### config.mk
export PLATFORM = sky130hd
export DESIGN_NAME = alu_seq_ctrl
export DESIGN_NICKNAME = d
export VERILOG_FILES = /design/src/rtl/alu_seq_ctrl.sv
export SDC_FILE = /design/constraint.sdc
export NUM_CORES = 1
export LEC_CHECK = 0
export ABC_CLOCK_PERIOD_IN_PS = 1980
export CORE_UTILIZATION = 47
export DETAILED_ROUTE_END_ITERATION = 8
export GPL_TIMING_DRIVEN = 0
export PLACE_DENSITY_LB_ADDON = 0.3
export SYNTH_ARGS = -nofsm -noshare
export SYNTH_HDL_FRONTEND = slang
export SYNTH_SLANG_ARGS = --single-unit
### constraint.sdc
create_clock -name clk -period 1.98 [get_ports clk]
set_input_delay 0.297 -clock clk [delete_from_list [all_inputs] [get_ports clk]]
set_output_delay 0.297 -clock clk [all_outputs]
set_load 0.05 [all_outputs]
### src/rtl/alu_seq_ctrl.sv
// Byte-serial sequencer for alu_8bits: loads opcode, A and B from one bus,
// runs one execute cycle and holds the result under a valid/ready handshake.
module alu_seq_ctrl #(
  parameter int WIDTH   = 8,
  parameter int OP_W    = 2,
  parameter int TIMEOUT = 255
) (
  input  logic             clk,
  input  logic             rst,
  input  logic             ena,
  input  logic [WIDTH-1:0] din,
  input  logic             din_valid,
  output logic             din_ready,
  output logic [WIDTH-1:0] alu_a,
  output logic [WIDTH-1:0] alu_b,
  output logic [OP_W-1:0]  alu_s,
  input  logic [WIDTH-1:0] alu_result,
  output logic [WIDTH-1:0] res,
  output logic             res_valid,
  input  logic             res_ready,
  output logic             busy,
  output logic             err,
  output logic [7:0]       done_cnt
);

  localparam int CW = (TIMEOUT > 1) ? $clog2(TIMEOUT) : 1;

  typedef enum logic [2:0] {
    IDLE,
    LOAD_A,
    LOAD_B,
    EXEC,
    HOLD
  } state_t;

  state_t          state;
  logic [CW-1:0]   wait_cnt;
  logic            xfer;
  logic            to_hit;

  assign din_ready = ena && (state == IDLE ||
                             state == LOAD_A ||
                             state == LOAD_B);
  assign xfer      = din_valid && din_ready;
  assign to_hit    = (wait_cnt == CW'(TIMEOUT - 1));
  assign busy      = (state != IDLE);

  always_ff @(posedge clk or posedge rst) begin
    if (rst) begin
      state     <= IDLE;
      alu_a     <= '0;
      alu_b     <= '0;
      alu_s     <= '0;
      res       <= '0;
      res_valid <= 1'b0;
      err       <= 1'b0;
      done_cnt  <= '0;
      wait_cnt  <= '0;
    end else if (ena) begin
      unique case (state)
        IDLE: begin
          if (xfer) begin
            alu_s    <= din[OP_W-1:0];
            err      <= 1'b0;
            wait_cnt <= '0;
            state    <= LOAD_A;
          end
        end
        LOAD_A, LOAD_B: begin
          // An accepted byte beats a timeout landing in the same cycle.
          if (xfer) begin
            wait_cnt <= '0;
            if (state == LOAD_A) begin
              alu_a <= din;
              state <= LOAD_B;
            end else begin
              alu_b <= din;
              state <= EXEC;
            end
          end else if (to_hit) begin
            wait_cnt <= '0;
            err      <= 1'b1;
            state    <= IDLE;
          end else begin
            wait_cnt <= wait_cnt + 1'b1;
          end
        end
        EXEC: begin
          res       <= alu_result;
          res_valid <= 1'b1;
          state     <= HOLD;
        end
        HOLD: begin
          if (res_ready) begin
            res_valid <= 1'b0;
            done_cnt  <= done_cnt + 8'd1;
            state     <= IDLE;
          end
        end
        default: state <= IDLE;
      endcase
    end
  end

endmodule
# Word level (Yosys, flattened, before mapping)
# Index checks and enable logic that the tools add are counted.
# op_classes
n_addsub,2
n_eq_ne,10
muxes,16
n_bitwise,1
n_reduce_logical,18
# op_table
op,count
8-bit 2-to-1 mux,3
"8-bit by 1-bit adder with 8-bit output, second input constant",2
8-bit one-hot mux with 2 select lines,1
3-bit 2-to-1 mux,4
3-bit one-hot mux with 4 select lines,1
3-bit AND reduction,4
4-bit AND reduction,3
"8-bit equality test, second input constant",1
"2-bit inequality test, second input constant",4
"3-bit by 2-bit equality test with 1-bit output, second input constant",2
1-bit 2-to-1 mux,5
5-bit AND reduction,1
1-bit one-hot mux with 2 select lines,2
2-bit nonzero test,2
"3-bit by 1-bit equality test with 1-bit output, second input constant",1
"3-bit equality test, second input constant",1
3-bit logical NOT,1
"3-bit inequality test, second input constant",1
3-bit nonzero test,1
1-bit logical AND,2
1-bit logical OR,2
2-bit AND reduction,1
2-bit OR reduction,1
1-bit inverter,1
# word_totals
register_bits,47
elab_cells,56

# Logic depth before layout (Yosys ltp)
# logic_depth
word_depth,7
mapped_depth,6
mapped_depth_nobuf,6

# Worst setup path after synthesis
# OpenSTA, ideal clock, no wires.
# synth_path
kind,register to register
startpoint,reg state[1]
endpoint,reg err
setup_ps,83
arrival_time_ps,1765
required_time_ps,1897
slack_ps,132
stages_incl_launch_ff,5
n_path_buf,1
period_less_slack_ps,1848
cell_sequence,dfrtp_1 -> clkbuf_1 -> a21oi_1 -> a31oi_1 -> a31oi_1
# synth_via
elab_chain_len,7
# synth_lines
element,line,rtl
"start, declared",36,state_t state;
"start signal, assigned",50,state <= IDLE;
"start signal, assigned",66,state <= LOAD_A;
"start signal, assigned",75,state <= LOAD_B;
3-bit by 1-bit equality test with 1-bit output / 3-bit logical NOT (equally long branches),"42, 41",
1-bit logical OR,41,assign din_ready = ena && (state == IDLE ||
1-bit logical OR *,42,state == LOAD_A ||
1-bit logical AND *,41,
net din_ready,13,"output logic din_ready,"
1-bit logical AND *,44,assign xfer = din_valid && din_ready;
2-bit inequality test (no line),--,
5-bit AND reduction (no line) *,--,
"end signal, assigned",56,err <= 1'b0;
"end signal, assigned",64,err <= 1'b0;
"end signal, assigned",82,err <= 1'b1;
"end, declared",22,"output logic err,"
# The timed path passes the listed nets; every way through them passes the cells marked *.
# A chain may end at the register's enable or synchronous reset.

# Worst setup path in the final report
# layout_path
startpoint,reg state[1]
endpoint,reg alu_b[3]
# layout_via
elab_chain_len,6
# layout_lines
element,line,rtl
3-bit by 1-bit equality test with 1-bit output / 3-bit logical NOT (equally long branches),--,
1-bit logical OR,41,
1-bit logical OR,42,
1-bit logical AND,41,
1-bit logical AND,44,
4-bit AND reduction (no line) *,--,
"end signal, assigned",77,alu_b <= din;
"end, declared",15,"output logic [WIDTH-1:0] alu_b,"
# Mark *: on every way between the ends. The rest lies on a longest branch, timed or not.

==> impl_metrics.json <==
{
  "status": "complete, no violations",
  "initial_core_util_pct": 50.63,
  "layout_min_cycle_time_ps": 1910,
  "syn_nets": 194,
  "ys.flop_type": "dfrtp_1",
  "place_inst": 278,
  "drt_wl_total_um": 4156,
  "finalNetCount": 258,
  "die_h_um": 68.82,
  "layout-drive-gt1-share_pct": 20.51,
  "drtAntennaViolNets": 0,
  "io_buffers": 57,
  "finalCritPeriodShare_pct": 96.47,
  "root_buffer": "clkbuf_8",
  "synth_cells": 170,
  "cts_hold_buf": 0,
  "overflow": 0,
  "worstMarginPinSlew_ps": 533.3,
  "endpoint_kind": "register",
  "ys_seq_elements": 47,
  "timing.fmax_mhz": 523.5,
  "dieArea_mm2": 0.004736,
  "yosys_warnings": 0,
  "dp_hpwl_um": 3044,
  "worst-path-max-fanout": 10,
  "start_kind": "register",
  "setup_tns_ps": 0,
  "die_w_um": 68.82,
  "relSlewSlack_pct": 64.39,
  "cts_tree": "built",
  "hold_path.class": "in -> async",
  "maxCapViolations": 0,
  "dr.first_iter.drc_count": 65,
  "total_power_uw": 4724,
  "num_io_pins": 59,
  "gp_congestion": 0.8134,
  "ys_top_cells_by_count": "dfrtp_1 (47), mux2_2 (29), nand2_1 (11), nor2_1 (7), o31ai_1 (7)",
  "synth_top_family_by_area": "multiplexers",
  "synth_xor_area_share_pct": 3.757,
  "antenna_found_initial": 0,
  "synthTopCellsByArea": "dfrtp_1 (56%), mux2_2 (16%), o31ai_1 (2.5%), xnor2_1 (2.5%), nand2_1 (2.0%)",
  "crit_required_ps": 2160,
  "synth.yosys.seq_area_share_pct": 56.05,
  "hold_viol": 0,
  "ir_worst_vdd_uv": 1077,
  "cpPeakStageDelay_ps": 520,
  "fill_cells": 323,
  "via_per_inst": 5.338,
  "synth_top_area_share_pct": 56.05,
  "p_leak_uw": 0.001238,
  "n_antenna_cell": 0,
  "async_flop_share_pct": 100.0,
  "setup_viol": 0,
  "synth_most_common_cell": "dfrtp_1",
  "synthMuxAreaShare_pct": 15.56,
  "cts_htree_levels": 2,
  "syn_area_per_cell_um2": 12.34,
  "cts-buffers-inserted": 5,
  "synth_area_mm2": 0.002098,
  "cts_setup_buffers": 0,
  "stdcell_count": 284,
  "grt_first_pass_wirelength_um": 7017,
  "area_growth_pct": 36.61,
  "cp_slowest_cell": "nand4_1",
  "yosysTopAreaCell": "dfrtp_1",
  "synth-compound-area-share_pct": 7.573,
  "slew_viol_final": 0,
  "cp_cell_sequence": "clkbuf_1 > nand4_1 > mux2_2",
  "clockBufferDepth": 2,
  "numClockSinks": 47,
  "crit_type": "reg -> reg",
  "worstPathArrival_ps": 2090,
  "yosys.area_share.simple_pct": 12.58,
  "grt_max_degree": 25,
  "rows": 23,
  "clock_latency_ps": 300,
  "grt_usage_pct": 20.65,
  "synth_edf_count": 0,
  "pwr_density_cell_mw_per_mm2": 1648,
  "dr.pass1.iters": 4,
  "drc": 0,
  "cts.reportedPaths.clkPinSlew_ps": 90,
  "grt_pass1_vias": 1558,
  "core-area_mm2": 0.004144,
  "rsz0062_at_grt": "yes",
  "finClkSkew_ps": 5.103,
  "synth_adder_area_share_pct": 1.789,
  "ys_types": 38,
  "wl_per_cell_um": 14.63,
  "vias": 1516
}
## worst paths after layout
kind,cells after the start,to,from,slack [ps]
max,3,alu_b[3],state[1],70
min,2,res[1],rst,350
max reg2reg,3,alu_b[3],state[1],70
min reg2reg,1,done_cnt[7],done_cnt[7],470
max in group asynchronous,3,state[2],rst,1120
min in group clk,4,err,din_valid,430
## routing by layer
layer	global-route usage, %	vias up	part of all wire [%]
met5	0	-	0
met4	6.888	0	1.0
met1	24.52	733	44
met2	32.97	36	48
met3	9.704	6	7.4
li1	-	741	-
## stage by stage
step                area (µm²)  hold WS [ps]  setup slack, ps  util [%]
finish                    2867         353.7            69.96     69.17
global route              2867         393.3           -36.98     69.17
CTS                       2864         370.5            26.86     69.11
detailed placement        2759         460.7           -357.5     66.58
global placement          2731         461.1           -372.8     65.91
floorplan                 2098         447.6            131.6         -
## report_power, final
group	total [µW]	internal, µW	switching, µW	leakage [µW]
Sequential	1490	1290	201	0.000596
Clock	684	369	315	0.0000502
Combinational	2550	925	1620	0.000592
Total	4720	2590	2140	0.00124
## cells by family after synthesis
kind of cell    Yosys count
compound gates           23
xor+xnor                  9
fa+ha+maj                 3
buf+inv                  11
flops                    47
mux                      29
simple gates             48
## sequential cells by signal, indices dropped and copies added (netlist names)
| signal | count |
|---|---|
| alu_b | 8 |
| res_valid | 1 |
| state | 3 |
| alu_s | 2 |
| wait_cnt | 8 |
| err | 1 |
| alu_a | 8 |
| res | 8 |
| done_cnt | 8 |
## repair_timing
item                                   4_1_cts  5_1_grt
endpoints found under the hold margin        0        0
resized for setup                            5        6
setup endpoints to repair                   11       12
pin swaps                                    0        0
gates cloned                                 0        0
## cell type report
cell class | count | area, µm² | area share, %
Sequential cell | 47 | 1177 | 41.07
Buffer | 4 | 28.78 | 1.004
Multi-Input combinational cell | 112 | 878.3 | 30.64
Timing Repair Buffer | 58 | 590.6 | 20.60
Clock buffer | 5 | 68.82 | 2.401
Tap cell | 50 | 62.56 | 2.182
Inverter | 6 | 22.52 | 0.7857
Clock inverter | 2 | 37.54 | 1.309
## cells in the final DEF, fill, tap and decap left out, types with 2 or more instances in the layout
cell / n
xnor2_1: 6
nand3_1: 5
nand2_1: 11
dlygate4sd2_1: 2
clkdlybuf4s50_1: 54
a21oi_1: 3
ha_1: 3
o31ai_1: 7
and3_1: 2
nand4_1: 5
a22o_1: 3
o21ai_0: 3
clkbuf_8: 6
mux2_2: 29
nor3_1: 5
clkbuf_1: 2
inv_1: 5
dfrtp_1: 46
nor2_1: 7
a31oi_1: 2
xor2_1: 3
or4_1: 2
## critical path, delay by kind of cell (launching register included)
kind          cells  cell delay [ps]
flops             1              430
simple gates      1              520
buf+inv           1              400
mux               1              440
Note: power is estimated with default switching activity, not from simulation.
